`src/rtl/pe_array_feeder.sv`:
```
// rtl/pe_array_feeder.sv - Feeds row/weight beats into a 16x2 PE array and sequences the
// round/write-back strobe once a job of k_len beats has been accepted.
module pe_array_feeder (
  input  logic         clk,
  input  logic         rst_n,
  input  logic         start,
  input  logic [3:0]   k_len,
  input  logic [3:0]   acc_sel,
  input  logic [3:0]   rnd_sel,
  input  logic         in_valid,
  output logic         in_ready,
  input  logic [255:0] in_row,
  input  logic [31:0]  in_wgt,
  output logic [255:0] data_input_matrix,
  output logic [31:0]  data_weight_matrix,
  output logic         mac_en,
  output logic [3:0]   add_number,
  output logic [3:0]   rounder_number,
  output logic         rounder_en,
  output logic         busy,
  output logic         done
);

  typedef enum logic [1:0] {
    S_IDLE   = 2'd0,
    S_FEED   = 2'd1,
    S_ROUND  = 2'd2,
    S_FINISH = 2'd3
  } state_t;

  state_t         r_state;
  state_t         w_state_nxt;
  logic [4:0]     r_beat_cnt;
  logic [4:0]     r_len;
  logic [3:0]     r_add_number;
  logic [3:0]     r_rounder_number;
  logic [255:0]   r_row;
  logic [31:0]    r_wgt;
  logic           r_mac_en;
  logic           r_rounder_en;
  logic           r_done;

  logic           w_accept;
  logic           w_in_ready;
  logic           w_hs;
  logic           w_last;
  logic           w_busy;
  logic [4:0]     w_cnt_inc;
  logic [4:0]     w_eff_len;

  // k_len of zero stands for a full 16-beat job.
  assign w_eff_len = (k_len == 4'd0) ? 5'd16 : {1'b0, k_len};
  assign w_cnt_inc = r_beat_cnt + 5'd1;

  always_comb begin
    w_state_nxt = r_state;
    w_in_ready  = 1'b0;
    w_busy      = 1'b1;
    w_accept    = 1'b0;
    w_hs        = 1'b0;
    w_last      = 1'b0;
    case (r_state)
      S_IDLE: begin
        w_busy   = 1'b0;
        w_accept = start;
        if (start) w_state_nxt = S_FEED;
      end
      S_FEED: begin
        w_in_ready = 1'b1;
        w_hs       = in_valid;
        w_last     = in_valid && (w_cnt_inc == r_len);
        if (w_last) w_state_nxt = S_ROUND;
      end
      S_ROUND:  w_state_nxt = S_FINISH;
      S_FINISH: w_state_nxt = S_IDLE;
      default:  w_state_nxt = S_IDLE;
    endcase
  end

  always_ff @(posedge clk or negedge rst_n) begin
    if (!rst_n) begin
      r_state          <= S_IDLE;
      r_beat_cnt       <= 5'd0;
      r_len            <= 5'd0;
      r_add_number     <= 4'd0;
      r_rounder_number <= 4'd0;
      r_row            <= 256'd0;
      r_wgt            <= 32'd0;
      r_mac_en         <= 1'b0;
      r_rounder_en     <= 1'b0;
      r_done           <= 1'b0;
    end else begin
      r_state      <= w_state_nxt;
      r_mac_en     <= w_hs;
      r_rounder_en <= (r_state == S_ROUND);
      r_done       <= (r_state == S_FINISH);
      // The selects are captured straight into the output registers so they are
      // already stable in the first busy cycle.
      if (w_accept) begin
        r_beat_cnt       <= 5'd0;
        r_len            <= w_eff_len;
        r_add_number     <= acc_sel;
        r_rounder_number <= rnd_sel;
      end else if (w_hs) begin
        r_beat_cnt <= w_cnt_inc;
      end
      if (w_hs) begin
        r_row <= in_row;
        r_wgt <= in_wgt;
      end
    end
  end

  assign in_ready           = w_in_ready;
  assign busy               = w_busy;
  assign data_input_matrix  = r_row;
  assign data_weight_matrix = r_wgt;
  assign mac_en             = r_mac_en;
  assign add_number         = r_add_number;
  assign rounder_number     = r_rounder_number;
  assign rounder_en         = r_rounder_en;
  assign done               = r_done;

endmodule

```
`config.mk`:
```
export PLATFORM = sky130hd
export DESIGN_NAME = pe_array_feeder
export DESIGN_NICKNAME = d
export VERILOG_FILES = /design/src/rtl/pe_array_feeder.sv
export SDC_FILE = /design/constraint.sdc
export NUM_CORES = 1
export LEC_CHECK = 0
export BUFFER_PORTS_ARGS = -buffer_cell sky130_fd_sc_hd__buf_2
export CAP_MARGIN = 20
export CORE_AREA = 3 3 235 237
export DETAILED_ROUTE_END_ITERATION = 10
export DIE_AREA = 0 0 238 240
export SLEW_MARGIN = 15
export SYNTH_ARGS = -nofsm -noshare
export SYNTH_HDL_FRONTEND = slang
export SYNTH_SLANG_ARGS = --single-unit
```
`constraint.sdc`:
```
create_clock -name clk -period 2 [get_ports clk]
set_clock_uncertainty 0.2 [all_clocks]
set_input_delay 0.2 -clock clk [delete_from_list [all_inputs] [get_ports clk]]
set_output_delay 0.2 -clock clk [all_outputs]
set_load 0.05 [all_outputs]
```
==> impl_metrics.csv <==
group,metric,value,unit
grt,grt_usage,14.3,%
logic_synthesis,syn-num-nets,1646,
clocking,htree_num_levels,2,
layout,final_common_cell,"nand2_1",
power,p_per_area,1870,mW/mm²
routing,ant_nets,0,
grt,grt_pass1_wl,66.6,mm
worst_setup_path,cp_top_family,"simple AND/OR/NAND/NOR gates",
worst_setup_path,rr_startpoint,"r_beat_cnt[1]",
clocking,numCtsBuffers,36,
floorplan,die_h,240,µm
layout,finalInstanceArea,0.0205,mm²
job,maxCapViolCount,0,
sta,setup_tns,0,ps
layout,layout_common_cells,"nand2_1 (905), buf_2 (601), dfrtp_1 (311), dlygate4sd3_1 (303), buf_4 (42)",
grt,antenna_found_initial,0,
floorplan,rows,85,
layout,final_util,38.4,%
worst_setup_path,critPathMaxStageDelay,520,ps
floorplan,start_util,22.1,%
logic_synthesis,syn-cell-area,0.0118,mm²
clocking,clkLatencyLatePin,520,ps
worst_setup_path,cp-end-kind,"flop",
logic_synthesis,ys_seq_area_share,65.9,%
placement,place_ws,23.7,ps
worst_setup_path,cp-start-kind,"flop",
worst_setup_path,cpMaxStageDelayCell,"or4b_1",
logic_synthesis,syn_avg_cell_area,8.84,µm²
logic_synthesis,ys_warn_count,0,
clocking,cts_buffer_depth,3,
logic_synthesis,synth.distinct_cells,31,
routing,drt_iter0_markers,459,
clocking,cts_tree,"done",
placement,gp_congestion,0.851,
sta,grt_setup_unrepaired,"true",
clocking,root_buffer,"clkbuf_16",
placement,dp_hpwl,29.4,mm
routing,wl_per_cell,14.3,µm
worst_setup_path,r2r_setup_slack,30,ps
power,power.total,38.4,mW
layout,layoutNonFillerInstCount,2997,
routing,routed_wl,42.9,mm
sta,post-route-min-period,1970,ps
clocking,path_clk_slew,60,ps
logic_synthesis,ys_seq_elements,311,
sta,hold_viol_final,0,
floorplan,io_pins,605,
sta,whs,64.1,ps
placement,dp.cells,2629,
routing,drc,0,
routing,vias_per_cell,4.14,
worst_setup_path,critical_path_depth,6,
sta,min_period_over_period,98.5,%
power,peakVddDrop,1230,µV
sta,setup_ws,30.6,ps
clocking,cts_sinks,311,
layout,area_delta_synth_final,73.8,%
worst_setup_path,path_max_fanout,5,
placement,post_dp_cell_area,0.0162,mm²
worst_setup_path,crit_required,2210,ps
logic_synthesis,syn_inst,1336,
floorplan,core,0.0535,mm²
sta,maxSlewViolCount,0,
worst_setup_path,reg2reg_to,"r_state[1]",
hold_path,worstHoldPathType,"input pin to asynchronous set/reset pin",
status,status,"complete, no violations",
power,leakage,11.4,nW
grt,grt_pass1_vias,12900,
worst_setup_path,worstPathArrival,2180,ps
placement,io_buffers,604,
layout,antennaDiodeCount,0,
sta,relSlewSlack,58.0,%
worst_setup_path,reg2regPathDepth,6,
routing,drt-pass1-iter-count,5,
layout,num-nets-final,2586,
floorplan,dieArea,0.0571,mm²
routing,vias,12400,
worst_setup_path,path_buf_inv,0,
worst_setup_path,crit_type,"flop to flop",
sta,tightest_slew,629,ps
grt,grt_max_degree,61,
worst_setup_path,crit_path_start,"r_beat_cnt[1]",
sta,fmax,508,MHz
layout,drive_gt1_share,32.1,%
sta,finalSetupViolations,0,
floorplan,die_x,238,µm
grt,overflow,0,
worst_setup_path,crit_chain,"ha_4 > nor2b_4 > or4b_1 > nand3_2 > nand2_2 > a311o_1",
-- timing repair --
action | 4_1_cts | 5_1_grt
resized for setup | 3 | 5
endpoints found under the setup margin | 2 | 4
pin swaps | 0 | 3
buffers inserted | 1 | 1
hold buffers | 303 | 0
endpoints found under the hold margin | 620 | 0
-- cell usage after synthesis, drive strengths merged --
cell type | number | share of area (%)
or3b | 1 | 0.074
nand2 | 907 | 29
a21oi | 2 | 0.085
or4b | 1 | 0.085
nor2b | 1 | 0.053
a211o | 1 | 0.074
and3 | 1 | 0.053
nand3 | 4 | 0.21
or3 | 1 | 0.053
a311oi | 1 | 0.074
and4 | 1 | 0.074
nor2 | 5 | 0.22
nand4 | 2 | 0.11
a22o | 1 | 0.074
xnor2 | 4 | 0.30
nand2b | 2 | 0.11
buf | 7 | 0.22
o21ai | 3 | 0.13
xor2 | 4 | 0.30
ha | 6 | 0.64
dfrtp | 311 | 66
and2 | 1 | 0.053
clkbuf | 60 | 1.9
nor3 | 1 | 0.042
inv | 6 | 0.19
a311o | 1 | 0.085
or4 | 1 | 0.064
-- worst max path at each step --
stage                                  end  slack (ps)
global placement                r_state[1]          20
global route                    r_state[1]         -30
finish                          r_state[1]          30
detailed placement              r_state[1]          20
floorplan           data_input_matrix[147]          50
CTS                             r_state[1]           7
-- per-layer routing --
layer	global-route usage (%)	up-vias	share of wire [%]
met5	0	-	0
met4	6.87	0	4.5
met3	3.88	140	7.9
met2	24.9	547	50
met1	16.3	5819	38
li1	-	5905	-
-- power by group --
group          internal (mW)  switching (mW)
logic                   4.79            15.8
registers               9.33            1.62
clock network           4.24            2.61
-- sequential cells by signal, summed over array words and instances (netlist names) --
signal,count
rounder_number,4
done,1
mac_en,1
rounder_en,1
r_state,2
add_number,4
r_beat_cnt,5
data_weight_matrix,32
data_input_matrix,256
r_len,5
-- final cells by class --
class	instances	area [µm²]
sequential	311	7780
fill	5107	33000
multi-input combinational	952	3800
tap	696	871
clock inverter	14	188
inverter	6	30.0
timing repair buffer	969	6790
clock buffer	49	1060
-- logic make-up after synthesis --
logic type	share of synthesized area (%)
XOR/XNOR	0.593
AO/OA/AOI/OAI	0.519
adder cells (fa/ha/maj)	0.636
AND/OR/NAND/NOR	30.0
flip-flops	65.9
buffers and inverters	2.32
No activity file was read; power rests on OpenSTA's default activity.
